File: config.mk
export PLATFORM = sky130hd
export DESIGN_NAME = ps2_event_fifo
export DESIGN_NICKNAME = d
export VERILOG_FILES = /design/src/rtl/ps2_event_fifo.sv
export SDC_FILE = /design/constraint.sdc
export NUM_CORES = 1
export LEC_CHECK = 0
export CAP_MARGIN = 20
export CORE_UTILIZATION = 45
export DETAILED_ROUTE_END_ITERATION = 8
export GPL_TIMING_DRIVEN = 0
export PLACE_DENSITY = 0.64
export SYNTH_ARGS = -nofsm -noshare
export SYNTH_HDL_FRONTEND = slang
export SYNTH_SLANG_ARGS = --single-unit
File: constraint.sdc
create_clock -name clk -period 6.1 [get_ports clk]
set_clock_uncertainty 0.1 [all_clocks]
set_input_delay 0.61 -clock clk [delete_from_list [all_inputs] [get_ports clk]]
set_output_delay 0.61 -clock clk [all_outputs]
set_load 0.02 [all_outputs]
File: src/rtl/ps2_event_fifo.sv
// PS/2 set-2 scan-byte decoder feeding a first-word-fall-through event FIFO.
// States: IDLE | waiting for a new sequence
//         EXT  | E0 prefix seen, next byte is an extended code
//         BRK  | F0 seen (ext_flag tells whether E0 preceded it)
//         SKIP | discarding the tail of the E1 Pause sequence
module ps2_event_fifo #(
    parameter int          DEPTH        = 8,
    parameter int          AW           = 3,
    parameter bit          REPORT_BREAK = 1'b1,
    parameter int unsigned TIMEOUT_CYC  = 2500000
) (
    input  logic          clk,
    input  logic          reset,
    input  logic          rx_done_tick,
    input  logic [7:0]    rx_data,
    input  logic          rd_en,
    input  logic          clr_ovf,
    output logic          ev_valid,
    output logic [7:0]    ev_code,
    output logic          ev_ext,
    output logic          ev_brk,
    output logic [AW:0]   count,
    output logic          overflow
);

    typedef enum logic [1:0] {S_IDLE, S_EXT, S_BRK, S_SKIP} state_t;

    localparam logic [AW:0] FULL_CNT = (AW+1)'(DEPTH);
    localparam logic [31:0] TMO_LIM  = TIMEOUT_CYC;
    localparam logic [7:0]  B_E0     = 8'hE0;
    localparam logic [7:0]  B_F0     = 8'hF0;
    localparam logic [7:0]  B_E1     = 8'hE1;

    state_t        state, state_nxt, cur;
    logic          ext_flag, ext_nxt;
    logic [2:0]    skip_cnt, skip_nxt;
    logic [31:0]   tmo_cnt;
    logic          timeout_hit, is_prefix, as_idle;
    logic          push;
    logic [9:0]    push_word;

    assign is_prefix = (rx_data == B_E0) || (rx_data == B_F0) || (rx_data == B_E1);

    always_comb begin
        state_nxt   = state;
        ext_nxt     = ext_flag;
        skip_nxt    = skip_cnt;
        push        = 1'b0;
        push_word   = '0;
        cur         = state;
        timeout_hit = (TMO_LIM != 32'd0) && (state != S_IDLE) && (tmo_cnt >= TMO_LIM);
        if (timeout_hit) begin
            cur       = S_IDLE;
            state_nxt = S_IDLE;
            ext_nxt   = 1'b0;
            skip_nxt  = '0;
        end
        // Prefix bytes that break the current sequence restart decoding from IDLE
        as_idle = (cur == S_IDLE) || ((cur == S_EXT) && (rx_data == B_E1))
                  || ((cur == S_BRK) && is_prefix);
        if (rx_done_tick) begin
            if (as_idle) begin
                state_nxt = S_IDLE;
                ext_nxt   = 1'b0;
                case (rx_data)
                    B_E0: state_nxt = S_EXT;
                    B_F0: state_nxt = S_BRK;
                    B_E1: begin
                        push      = 1'b1;
                        push_word = {1'b1, 1'b0, B_E1};
                        skip_nxt  = 3'd7;
                        state_nxt = S_SKIP;
                    end
                    8'h00, 8'hFF: ;
                    default: begin
                        push      = 1'b1;
                        push_word = {2'b00, rx_data};
                    end
                endcase
            end else begin
                case (cur)
                    S_EXT: begin
                        if (rx_data == B_F0) begin
                            state_nxt = S_BRK;
                            ext_nxt   = 1'b1;
                        end else if (rx_data != B_E0) begin
                            push      = 1'b1;
                            push_word = {2'b10, rx_data};
                            state_nxt = S_IDLE;
                            ext_nxt   = 1'b0;
                        end
                    end
                    S_BRK: begin
                        push      = REPORT_BREAK;
                        push_word = {ext_flag, 1'b1, rx_data};
                        state_nxt = S_IDLE;
                        ext_nxt   = 1'b0;
                    end
                    S_SKIP: begin
                        skip_nxt = (skip_cnt == 3'd0) ? 3'd0 : skip_cnt - 3'd1;
                        if (skip_cnt <= 3'd1) state_nxt = S_IDLE;
                    end
                    default: ;
                endcase
            end
        end
    end

    always_ff @(posedge clk or negedge reset) begin
        if (!reset) begin
            state    <= S_IDLE;
            ext_flag <= 1'b0;
            skip_cnt <= '0;
            tmo_cnt  <= '0;
        end else begin
            state    <= state_nxt;
            ext_flag <= ext_nxt;
            skip_cnt <= skip_nxt;
            if (rx_done_tick)
                tmo_cnt <= '0;
            else if (tmo_cnt < TMO_LIM)
                tmo_cnt <= tmo_cnt + 32'd1;
        end
    end

    logic [9:0]    mem [DEPTH];
    logic [AW-1:0] wr_ptr, rd_ptr, rd_ptr_nxt;
    logic          pop, full, wr_ok, drop;
    logic [AW:0]   remain;

    assign ev_valid   = (count != '0);
    assign pop        = rd_en && ev_valid;
    assign full       = (count == FULL_CNT);
    assign wr_ok      = push && (!full || pop);
    assign drop       = push && full && !pop;
    assign remain     = count - (AW+1)'(pop);
    assign rd_ptr_nxt = rd_ptr + AW'(pop);

    always_ff @(posedge clk) begin
        if (wr_ok) mem[wr_ptr] <= push_word;
    end

    // Head fields are registered so they hold their last value once the FIFO drains
    always_ff @(posedge clk or negedge reset) begin
        if (!reset) begin
            wr_ptr   <= '0;
            rd_ptr   <= '0;
            count    <= '0;
            overflow <= 1'b0;
            ev_code  <= '0;
            ev_ext   <= 1'b0;
            ev_brk   <= 1'b0;
        end else begin
            if (wr_ok) wr_ptr <= wr_ptr + AW'(1);
            rd_ptr <= rd_ptr_nxt;
            count  <= count + (AW+1)'(wr_ok) - (AW+1)'(pop);
            if (drop)
                overflow <= 1'b1;
            else if (clr_ovf)
                overflow <= 1'b0;
            if (remain != '0)
                {ev_ext, ev_brk, ev_code} <= mem[rd_ptr_nxt];
            else if (wr_ok)
                {ev_ext, ev_brk, ev_code} <= push_word;
        end
    end

endmodule

Word level (Yosys, flattened, before mapping) --
Memories as Yosys holds them, arrays and structs flattened. Index checks and enable logic that the tools add are counted.
Word-level totals: register bits after elaboration 59, latch bits 0, bits in writable memories 80, bits in read-only memories 0, input bits 13, output and inout port bits 16, memories kept 1
Memory list:
- mem | words 8, width 10, read ports 1, clocked after memory_dff 0, wr ports 1, RTL line 126 | logic [9:0] mem [DEPTH];
Cells by class: $add $sub $neg 7, multiply operators 0, div/mod/pow operators 0, $lt $le $gt $ge 3, eq/ne operators 9, shift operators 0, mux-type cells 44, bitwise logic cells 0, reductions and logical operators 24
Operator list (count):
- 2-to-1 mux 32 bit | 2
- 2-to-1 mux 10 bit | 4
- case mux 10 bit (2 select lines) | 2
- adder 32 x 1 -> 32 bit, second input constant | 1
- equality test 8 bit, second input constant | 4
- >= comparator 32 x 22 -> 1 bit, second input constant | 1
- less-than comparator 32 x 22 -> 1 bit, second input constant | 1
- 2-to-1 mux 1 bit | 18
- 2-to-1 mux 3 bit | 6
- 2-to-1 mux 8 bit | 2
- 2-to-1 mux 2 bit | 6
- case mux 2 bit (3 select lines) | 2
- logical NOT 8 bit | 1
- != test 8 bit, second input constant | 1
- nonzero test 2 bit | 4
- nonzero test 4 bit | 2
- subtractor 4 x 1 -> 4 bit | 2
- logical AND 1 bit | 7
- logical OR 1 bit | 5
- adder 4 x 1 -> 4 bit | 1
- equality test 2 bit, second input constant | 2
- equality test 4 bit, second input constant | 1
- case mux 1 bit (2 select lines) | 2
- OR reduction 4 bit | 1
- other kinds (8) | 9

Depth between registers and ports, before layout --
word-level depth 12, depth in mapped cells 22, gate-level depth less buffers 18

Worst setup path after synthesis --
No wires, ideal clock.
path type reg2reg, start register tmo_cnt[30], end memory mem[0][0] (enable), arrival 4.104 ns, slack 1.493 ns, stages on the path, launching flop included 16, buffers on the path 3, cells stage by stage dfrtp_1 -> nor4_1 -> nand3_1 -> o31a_1 -> buf_4 -> or2_2 -> inv_1 -> ha_1 -> o21bai_1 -> a311o_1 -> nor2_1 -> o21a_1 -> buf_6 -> inv_8 -> buf_12 -> nor4_1
On the way: longest elaborated chain between the ends 12, elaborated cells between the ends (all ways) 16, classes of those cells 1 x order compare; 2 x eq/ne; 6 x mux; 7 x reduce/logical
Ends and longest elaborated chain:
- start: declaration | RTL line 37 | logic [31:0] tmo_cnt;
- start signal: assignment | RTL line 122 | tmo_cnt <= tmo_cnt + 32'd1;
- >= comparator 32 x 22 -> 1 bit (*) | RTL line 51 | timeout_hit = (TMO_LIM != 32'd0) && (state != S_IDLE) && (tmo_cnt >= TMO_LIM);
- logical AND 1 bit (*) | RTL line 51
- 2-to-1 mux 2 bit (*) | RTL line 52 | if (timeout_hit) begin
- equality test 2 x 1 -> 1 bit | RTL line 59, 81
- logical AND 1 bit | RTL line 59 | as_idle = (cur == S_IDLE) || ((cur == S_EXT) && (rx_data == B_E1))
- logical OR 1 bit | RTL line 59
- logical OR 1 bit | RTL line 60 | || ((cur == S_BRK) && is_prefix);
- 2-to-1 mux 1 bit (*) | RTL line 62 | if (as_idle) begin
- 2-to-1 mux 1 bit (*) | RTL line 61 | if (rx_done_tick) begin
- logical AND 1 bit (*) | RTL line 134 | assign wr_ok = push && (!full || pop);
- 2-to-1 mux 1 bit (*) | RTL line 140 | if (wr_ok) mem[wr_ptr] <= push_word;
- 2-to-1 mux 1 bit (implied by the code) (*) | RTL line 140
- end: declaration | RTL line 126
Mark *: on every way between the ends. The rest lies on a longest branch, timed or not.

Worst setup path after layout --
start register tmo_cnt[24], end register count[2]
On the way: longest elaborated chain between the ends 12, elaborated cells between the ends (all ways) 16, classes of those cells 2 x add/sub; 1 x order compare; 2 x eq/ne; 4 x mux; 7 x reduce/logical
Ends and longest elaborated chain:
- >= comparator 32 x 22 -> 1 bit (*) | RTL line 51
- logical AND 1 bit (*) | RTL line 51
- 2-to-1 mux 2 bit (*) | RTL line 52
- equality test 2 x 1 -> 1 bit | RTL line 59, 81
- logical AND 1 bit | RTL line 59
- logical OR 1 bit | RTL line 59
- logical OR 1 bit | RTL line 60
- 2-to-1 mux 1 bit (*) | RTL line 62
- 2-to-1 mux 1 bit (*) | RTL line 61
- logical AND 1 bit (*) | RTL line 134
- adder 4 x 1 -> 4 bit (*) | RTL line 156 | count <= count + (AW+1)'(wr_ok) - (AW+1)'(pop);
- subtractor 4 x 1 -> 4 bit (*) | RTL line 156
- end signal: assignment | RTL line 156
- end: declaration | RTL line 22 | output logic [AW:0] count,
Marked as above. A chain may end at the register's enable or synchronous reset.

==> impl_metrics.json <==
{
  "status": "finished, final reports clean",
  "synth.cell_area_um2": 6520,
  "worstSetupPathType": "reg -> reg",
  "fmax_mhz": 204,
  "required_ns": 6.29,
  "synthesis.nets": 535,
  "worstMarginPinSlew_ns": 1.24,
  "syn_inst": 501,
  "post-route-util_pct": 54.7,
  "hold_path_class": "in -> async",
  "power.density_nw_per_um2": 430,
  "initial_utilization_pct": 46.6,
  "cts_max_level": 4,
  "cts_resized": 0,
  "rsz0062_at_grt": "no",
  "ys_types": 60,
  "worstPathMaxFanout": 10,
  "grt_usage_pct": 19.9,
  "period_share_pct": 80.5,
  "finalSetupTns_ns": 0,
  "grt_pass1_vias": 4164,
  "ant_nets": 0,
  "synth_seq_cells": 139,
  "placedInstanceArea_um2": 7110,
  "yosysMostFrequentCell": "edfxtp_1",
  "p_leak_nw": 2.89,
  "dieArea_um2": 15000,
  "clk_pin_slew_ns": 0.06,
  "syn_area_per_cell_um2": 13.0,
  "fp.dieH_um": 122,
  "synth_flop_cell": "edfxtp_1",
  "path_cells": "nor4_1 -> nand3_1 -> o31a_1 -> buf_4 -> or2_2 -> inv_1 -> ha_1 -> o21bai_1 -> a311o_1 -> nor2_1 -> o21a_1 -> buf_6 -> inv_8 -> buf_12 -> ha_1 -> inv_1 -> ha_1 -> inv_1 -> fa_1 -> xor2_1",
  "holdWs_ns": 0.126,
  "final_nets": 586,
  "async_reset_ff_share_pct": 42.4,
  "worst-path-stages": 20,
  "critical_path.slowest_cell": "nor4_1",
  "seqPwrFrac_pct": 38.0,
  "yosysTopAreaCell": "edfxtp_1",
  "drive_gt1_share_pct": 15.0,
  "grt_max_degree": 34,
  "viasPerCell": 5.61,
  "postRouteWirelength_um": 13400,
  "path_buf_inv": 7,
  "grt_pass1_wl_um": 22000,
  "drc_errors": 0,
  "die_x_um": 122,
  "first_pass_iters": 4,
  "worst_slack_ns": 1.19,
  "clockBufferDepth": 2,
  "cts-root-buf": "clkbuf_16",
  "fin_area_um2": 7660,
  "swShare_pct": 32.3,
  "ff2ff_setup_slack_ns": 1.19,
  "clock_latency_ns": 0.42,
  "synth_top_area_share_pct": 36.8,
  "row_count": 43,
  "gp_congestion": 0.851,
  "p_clk_share_pct": 29.2,
  "max_stage_delay_ns": 0.45,
  "drtIter0Drc": 189,
  "vias": 4176,
  "io_buffers": 27,
  "finalHoldViolations": 0,
  "numClockSinks": 139,
  "ys_top_cells_by_count": "edfxtp_1, dfrtp_1, nor2_1",
  "p_int_mw": 2.23,
  "antenna_found_initial": 0,
  "maxSlewViolCount": 0,
  "ys_seq_area_share_pct": 59.5,
  "dp_hpwl_um": 9330,
  "core_area_um2": 14000,
  "power_frac_comb_pct": 32.8,
  "period_needed_ns": 4.91,
  "timing.slew.headroom_pct": 17.6,
  "maxCapViolCount": 0,
  "diodes": 0,
  "crit_family": "compound AO/OA/AOI/OAI gates",
  "synth_edf_count": 80,
  "cts_hold_buffers": 0,
  "ios": 29,
  "critPathCaptureType": "flip-flop",
  "startpoint_type": "flip-flop",
  "synthToLayoutAreaGrowth_pct": 17.4,
  "setup_viol": 0,
  "synth_warnings": 0,
  "p_sw_mw": 1.06,
  "synthTopCellsByArea": "edfxtp_1, dfrtp_1, mux4_2",
  "cts_tree": "yes",
  "wl_per_cell_um": 18.0,
  "ir_drop_mv": 0.241,
  "pre_cts_ws_ns": 1.21,
  "crit_arrival_ns": 5.10,
  "post_cts_buffers": 0,
  "overflow": 0,
  "r2r_cells": 20,
  "cts-buffers-inserted": 17
}
[worst register-to-register path, stage by stage (launching register included)]
cell and delay [ns]:
dfrtp_1 0.37, nor4_1 0.45, nand3_1 0.15, o31a_1 0.40
buf_4 0.22, or2_2 0.34, inv_1 0.11, ha_1 0.30
o21bai_1 0.22, a311o_1 0.34, nor2_1 0.14, o21a_1 0.17
buf_6 0.17, inv_8 0.07, buf_12 0.14, ha_1 0.29
inv_1 0.06, ha_1 0.15, inv_1 0.05, fa_1 0.38
xor2_1 0.17
[kinds of logic after synthesis]
logic type | after synthesis | synth area share [%]
adder cells (fa/ha/maj) | 21 | 4.14
buffers and inverters | 48 | 3.72
flip-flops | 139 | 59.5
multiplexers | 27 | 8.00
XOR/XNOR | 26 | 3.49
AND/OR/NAND/NOR | 170 | 13.9
AO/OA/AOI/OAI | 70 | 7.29
[metal layers]
metal / share of wire [%] / global-route usage, % / routed length [um]
met5: 0 / 0 / 0
met4: 1.0 / 7.24 / 135
met3: 5.5 / 5.48 / 733
met2: 46 / 30.0 / 6220
met1: 47 / 27.4 / 6340
[final cells by class]
class	instances	area (um2)
Buffer	23	141
Clock buffer	20	437
Clock inverter	12	116
Fill cell	1172	6330
Inverter	25	101
Multi-Input combinational cell	314	2430
Sequential cell	139	3880
Tap cell	180	225
Timing Repair Buffer	32	327
[registers in the layout, indices dropped and copies added (netlist names)]
signal,flops
wr_ptr,3
mem,80
tmo_cnt,32
ev_ext,1
count,4
skip_cnt,3
ev_brk,1
overflow,1
state,2
rd_ptr,3
ev_code,8
ext_flag,1
[stage by stage]
stage / total power, mW / cells
floorplan: 1.99 / 501
global placement: 2.31 / 708
detailed placement: 2.36 / 713
CTS: 3.33 / 745
global route: 3.48 / 745
finish: 3.30 / 745
[layout by cell type, fill, tap and decap left out, drive strengths merged, types with 17 or more instances in the layout]
master,count
nor2b,22
clkbuf,31
dfrtp,59
buf,18
clkdlybuf4s50,26
inv,30
nand2,38
mux4,20
nor2,40
a21oi,17
xnor2,23
ha,20
edfxtp,80
[worst paths after layout]
path	from	end
worst max-delay path	tmo_cnt[24]$_DFFE_PN0P_	count[2]$_DFF_PN0_
worst min-delay path	reset	tmo_cnt[8]$_DFFE_PN0P_
worst max register to register	tmo_cnt[24]$_DFFE_PN0P_	count[2]$_DFF_PN0_
worst min register to register	tmo_cnt[25]$_DFFE_PN0P_	tmo_cnt[25]$_DFFE_PN0P_
max in group asynchronous	reset	state[0]$_DFF_PN0_
min in group clk	tmo_cnt[25]$_DFFE_PN0P_	tmo_cnt[25]$_DFFE_PN0P_
[power by group through the flow]
| stage | clock [mW] | sequential (mW) | combinational [mW] |
|---|---|---|---|
| final | 0.962 | 1.25 | 1.08 |
| after global routing | 1.02 | 1.27 | 1.19 |
| after CTS | 0.977 | 1.25 | 1.10 |
| after detailed placement | 0 | 1.27 | 1.09 |
| after global placement | 0 | 1.26 | 1.05 |
| after floorplan | 0 | 1.31 | 0.681 |
No activity file was read; power rests on OpenSTA's default activity.
